<file path="config.mk">
export PLATFORM = sky130hd
export DESIGN_NAME = mini_alu_add_seq
export DESIGN_NICKNAME = d
export VERILOG_FILES = /design/src/rtl/mini_alu_add_seq.sv
export SDC_FILE = /design/constraint.sdc
export NUM_CORES = 1
export LEC_CHECK = 0
export BUFFER_PORTS_ARGS = -buffer_cell sky130_fd_sc_hd__buf_2
export CAP_MARGIN = 15
export CORE_MARGIN = 8
export CORE_UTILIZATION = 54
export CTS_CLUSTER_SIZE = 24
export DETAILED_ROUTE_END_ITERATION = 16
export HOLD_SLACK_MARGIN = 0.15
export PLACE_DENSITY = 0.77
export SYNTH_ARGS = -nofsm -noshare
export SYNTH_HDL_FRONTEND = slang
export SYNTH_SLANG_ARGS = --single-unit
export TNS_END_PERCENT = 50
</file>
<file path="constraint.sdc">
create_clock -name clk -period 3.8 [get_ports clk]
set_clock_uncertainty 0.15 [all_clocks]
set_input_delay 0.57 -clock clk [delete_from_list [all_inputs] [get_ports clk]]
set_output_delay 0.57 -clock clk [all_outputs]
set_load 0.005 [all_outputs]
</file>
<file path="src/rtl/mini_alu_add_seq.sv">
// mini_alu_add_seq: multi-cycle WIDTH-bit adder/subtractor that processes
// CHUNK bits per clock, with unsigned/signed overflow detection, optional
// saturation and valid/ready handshakes on both sides.
module mini_alu_add_seq #(
    parameter int WIDTH = 16,
    parameter int CHUNK = 4
) (
    input  logic             clk,
    input  logic             rst,
    input  logic             in_valid,
    output logic             in_ready,
    input  logic [WIDTH-1:0] data0,
    input  logic [WIDTH-1:0] data1,
    input  logic             sub,
    input  logic             sgn,
    input  logic             sat,
    output logic             out_valid,
    input  logic             out_ready,
    output logic [WIDTH-1:0] sum,
    output logic             overflow,
    output logic             carry
);

    localparam int NCHUNK = WIDTH / CHUNK;
    localparam int CNT_W  = (NCHUNK > 1) ? $clog2(NCHUNK) : 1;
    localparam int MSB    = WIDTH - 1;

    localparam logic [CNT_W-1:0] CNT_LAST = CNT_W'(NCHUNK - 1);

    localparam logic [1:0] S_IDLE = 2'd0;
    localparam logic [1:0] S_RUN  = 2'd1;
    localparam logic [1:0] S_DONE = 2'd2;

    // Control and output state
    logic [1:0]       state_q, state_d;
    logic [CNT_W-1:0] cnt_q, cnt_d;
    logic             carry_q, carry_d;
    logic             sub_q, sub_d;
    logic             sgn_q, sgn_d;
    logic             sat_q, sat_d;
    logic [WIDTH-1:0] sum_q, sum_d;
    logic             ovf_q, ovf_d;
    logic             cout_q, cout_d;

    // Operand and partial-result datapath (no reset needed)
    logic [WIDTH-1:0] a_q, a_d;
    logic [WIDTH-1:0] b_q, b_d;
    logic [WIDTH-1:0] res_q, res_d;

    // Per-chunk arithmetic
    int               lsb;
    logic [CHUNK-1:0] a_chunk;
    logic [CHUNK-1:0] b_chunk;
    logic [CHUNK:0]   chunk_sum;
    logic [WIDTH-1:0] raw;
    logic             ovf_calc;

    // Saturation value for the active mode; a_msb gives the sign of the
    // true signed result when signed overflow has occurred.
    function automatic logic [WIDTH-1:0] sat_value(input logic s_sgn,
                                                   input logic s_sub,
                                                   input logic a_msb);
        logic [WIDTH-1:0] v;
        if (s_sgn) begin
            v      = a_msb ? '0 : '1;
            v[MSB] = a_msb;
        end else begin
            v = s_sub ? '0 : '1;
        end
        return v;
    endfunction

    // Chunk adder plus the flag logic that only matters on the last chunk
    always_comb begin
        lsb       = int'(cnt_q) * CHUNK;
        a_chunk   = a_q[lsb +: CHUNK];
        b_chunk   = b_q[lsb +: CHUNK];
        chunk_sum = {1'b0, a_chunk} + {1'b0, b_chunk} + {{CHUNK{1'b0}}, carry_q};
        raw       = res_q;
        raw[lsb +: CHUNK] = chunk_sum[CHUNK-1:0];
        if (sgn_q) begin
            ovf_calc = (a_q[MSB] == b_q[MSB]) && (raw[MSB] != a_q[MSB]);
        end else begin
            // Subtraction carry-out of 0 means a borrow occurred
            ovf_calc = sub_q ? ~chunk_sum[CHUNK] : chunk_sum[CHUNK];
        end
    end

    // Next-state logic: accept in IDLE, one chunk per clock in RUN,
    // hold the result in DONE until the consumer takes it
    always_comb begin
        state_d = state_q;
        cnt_d   = cnt_q;
        carry_d = carry_q;
        sub_d   = sub_q;
        sgn_d   = sgn_q;
        sat_d   = sat_q;
        sum_d   = sum_q;
        ovf_d   = ovf_q;
        cout_d  = cout_q;
        a_d     = a_q;
        b_d     = b_q;
        res_d   = res_q;
        case (state_q)
            S_IDLE: begin
                if (in_valid) begin
                    a_d     = data0;
                    b_d     = sub ? ~data1 : data1;
                    carry_d = sub;
                    sub_d   = sub;
                    sgn_d   = sgn;
                    sat_d   = sat;
                    cnt_d   = '0;
                    res_d   = '0;
                    state_d = S_RUN;
                end
            end
            S_RUN: begin
                res_d   = raw;
                carry_d = chunk_sum[CHUNK];
                if (cnt_q == CNT_LAST) begin
                    cnt_d   = '0;
                    ovf_d   = ovf_calc;
                    cout_d  = chunk_sum[CHUNK];
                    sum_d   = (sat_q && ovf_calc) ? sat_value(sgn_q, sub_q, a_q[MSB]) : raw;
                    state_d = S_DONE;
                end else begin
                    cnt_d = cnt_q + 1'b1;
                end
            end
            S_DONE: begin
                if (out_ready) begin
                    state_d = S_IDLE;
                end
            end
            default: begin
                state_d = S_IDLE;
            end
        endcase
    end

    // Control and visible result registers, cleared by async reset
    always_ff @(posedge clk or posedge rst) begin
        if (rst) begin
            state_q <= S_IDLE;
            cnt_q   <= '0;
            carry_q <= 1'b0;
            sub_q   <= 1'b0;
            sgn_q   <= 1'b0;
            sat_q   <= 1'b0;
            sum_q   <= '0;
            ovf_q   <= 1'b0;
            cout_q  <= 1'b0;
        end else begin
            state_q <= state_d;
            cnt_q   <= cnt_d;
            carry_q <= carry_d;
            sub_q   <= sub_d;
            sgn_q   <= sgn_d;
            sat_q   <= sat_d;
            sum_q   <= sum_d;
            ovf_q   <= ovf_d;
            cout_q  <= cout_d;
        end
    end

    // Operand and partial-result registers, always rewritten before use
    always_ff @(posedge clk) begin
        a_q   <= a_d;
        b_q   <= b_d;
        res_q <= res_d;
    end

    assign in_ready  = (state_q == S_IDLE) && !rst;
    assign out_valid = (state_q == S_DONE);
    assign sum       = sum_q;
    assign overflow  = ovf_q;
    assign carry     = cout_q;

endmodule
</file>
==> out/qor.csv <==
metric,value,unit
antennaDiodeCount,0,
wl_per_cell,17.85,microns
required,3.88,ns
hold_path.class,input port to register,
r2r_slack,0.31,ns
firstDrtPassIters,4,
combPwrFrac,47.4,%
tns,0,ns
ios,59,
rsz0062_at_grt,no,
postSynth.asyncResetShare,35.14,%
nNetsFinal,392,
power_density,914.7,nW/um^2
synthFlopType,edfxtp_1,
switching_share,39.41,%
worstHoldPathCells,1,
num_rows,30,
fin_crit_sh,91.90,%
cts_tree,built,
cts-root-buf,clkbuf_8,
start_kind,register,
cts.sinks,74,
synth-seq-area-share,56.74,%
syn-cell-area,3687,sq um
relSlewSlack,50.01,%
numCtsBuffers,9,
grt.total_usage,16.79,%
max_freq,286.3,MHz
rr_worst_depth,10,
syn-num-nets,328,
die_width,98.64,microns
hold_ws,0.2418,ns
place.gp.congestion,0.8576,
start_util,54.88,%
pwr-share-clk,16.7,%
setup_viol,0,
place_hpwl,5.553,mm
crit_fanout,16,
syn2layout_area_growth,16.53,%
core,6719,sq um
grt_max_degree,38,
irDropWorstVdd,0.4712,mV
critPathArrivalTime,3.57,ns
worstSkewPairLatency,0.35,ns
tightestPinTransition,0.7481,ns
power.internal,0.002381,W
end_kind,register,
startpoint,cnt_q[0],
grt_pass1_vias,2628,
layout_common_cells,"buf_2 (58), edfxtp_1 (48), dfrtp_1 (25)",
yosys_register_bits,74,
grt_pass1_wl,12.82,mm
seqPwrFrac,35.9,%
worst-setup-path-type,register to register,
ctsLongestPathBuffers,2,
drtIter0Drc,110,
fin_crit,3.492,ns
grt.overflow.total,0,
syn-mean-instance-area,13.26,sq um
ant_nets,0,
drc,0,
antenna_found_initial,0,
hold_start,data0[15],
wirelength,7.624,mm
synth.yosys.warnings,0,
reg2reg_from,cnt_q[0],
final_common_cell,buf_2,
ctsHtreeMaxLevel,3,
netlist_top_cells_area,"edfxtp_1 (39%), dfrtp_1 (18%), mux4_2 (4.9%)",
drv_slew,0,
synthDistinctLibCells,59,
switching_power,0.001549,W
netlist.area_leader.share,39.09,%
chipHeight,98.64,microns
synth_top_cell_by_area,edfxtp_1,
status,"complete, no violations",
clk_pin_slew,0.08,ns
via_count,2458,
synth_edf_count,48,
io_buffer_count,58,
drv_cap,0,
syn_inst,278,
via_per_inst,5.756,
min_to,a_q[15],
r2r_end,sum[4],
dieArea,9729,sq um
drive_gt1_share,30.84,%
leakage,1.745,nW
finalHoldViolations,0,
==> synthesized netlist by cell type (2+ instances only) <==
cell type,number
o21ai_0,5
a211oi_1,5
clkbuf_1,5
xor2_1,17
ha_1,9
nor3_1,2
and2_1,13
nor3b_1,4
fa_1,2
o2bb2ai_1,4
inv_1,20
buf_6,2
a21oi_2,10
nand4bb_1,2
a21oi_1,5
nand2_1,15
nand2b_1,4
nand3_1,3
mux4_2,8
o22ai_1,2
edfxtp_1,48
nor2_1,13
o32ai_1,14
dfrtp_1,26
a22oi_1,2
o31ai_1,3
clkbuf_8,3
==> layer usage <==
metal	vias to the layer above	part of all wire, %	routed length [microns]	track usage (%)
li1	1169	-	-	-
met1	1202	41	3162	19.72
met2	74	51	3851	28.05
met3	13	6.1	465	4.933
met4	0	1.9	145	7.084
met5	-	0	0	0
==> cell type report <==
| type | instances | area, sq um |
|---|---|---|
| Clock buffer | 14 | 215.2 |
| Clock inverter | 2 | 11.26 |
| Fill cell | 506 | 2422 |
| Inverter | 20 | 75.07 |
| Multi-Input combinational cell | 172 | 1424 |
| Sequential cell | 74 | 2093 |
| Tap cell | 80 | 100.1 |
| Timing Repair Buffer | 65 | 377.9 |
==> how the worst max path moves through the flow <==
stage,to,cells after the start
5_1_grt,sum[4],10
3_3_place_gp,sum[4],10
6_report,sum[4],10
2_1_floorplan,sum[13],11
3_5_place_dp,sum[4],10
4_1_cts,sum[4],10
==> critical path, cell delays in order (launching register included) <==
cell	delay, ns
dfrtp_2	0.55
mux4_2	0.56
fa_1	0.42
inv_1	0.09
fa_1	0.25
nand2b_1	0.17
a21oi_1	0.08
a221o_2	0.51
nor3b_4	0.20
buf_4	0.26
a211oi_1	0.12
==> power groups by stage <==
stage | logic [W] | registers, W | clock network (W)
CTS | 0.00185 | 0.00141 | 0.000670
floorplan | 0.00134 | 0.00137 | 0
global placement | 0.00180 | 0.00142 | 0
finish | 0.00186 | 0.00141 | 0.000657
global route | 0.00206 | 0.00145 | 0.000703
detailed placement | 0.00183 | 0.00143 | 0
==> repair_timing <==
item                                   CTS  global route
endpoints found under the hold margin    0             7
gates resized for setup                  0             1
hold buffers                             0             1
setup buffers                            0             0
setup endpoints to repair                0            15
==> sequential cells by signal, indices dropped and copies added (netlist names) <==
register,cells
sub_q,1
sum,16
a_q,16
cnt_q,2
b_q,16
overflow,1
sgn_q,1
state_q,2
carry_q,1
sat_q,1
res_q,16
carry,1
==> stage by stage <==
stage / cell area (sq um) / total power [W] / worst slack [ns] / instances / util (%)
after floorplan: 3687 / 0.002703 / 0.4059 / 278 / -
after global placement: 4031 / 0.003212 / 0.2557 / 409 / 60.00
after detailed placement: 4031 / 0.003265 / 0.1554 / 409 / 60.00
after CTS: 4258 / 0.003937 / 0.1130 / 425 / 63.37
after global routing: 4297 / 0.004210 / 0.1233 / 427 / 63.95
final: 4297 / 0.003930 / 0.3078 / 427 / 63.95
==> cell families after synthesis <==
family / Yosys count / synth area share [%]
xor+xnor: 18 / 4.276
compound gates: 64 / 13.88
flops: 74 / 56.74
fa+ha+maj: 11 / 4.140
simple gates: 71 / 11.44
mux: 8 / 4.886
buf+inv: 32 / 4.649
Note: power is estimated with default switching activity, not from simulation.
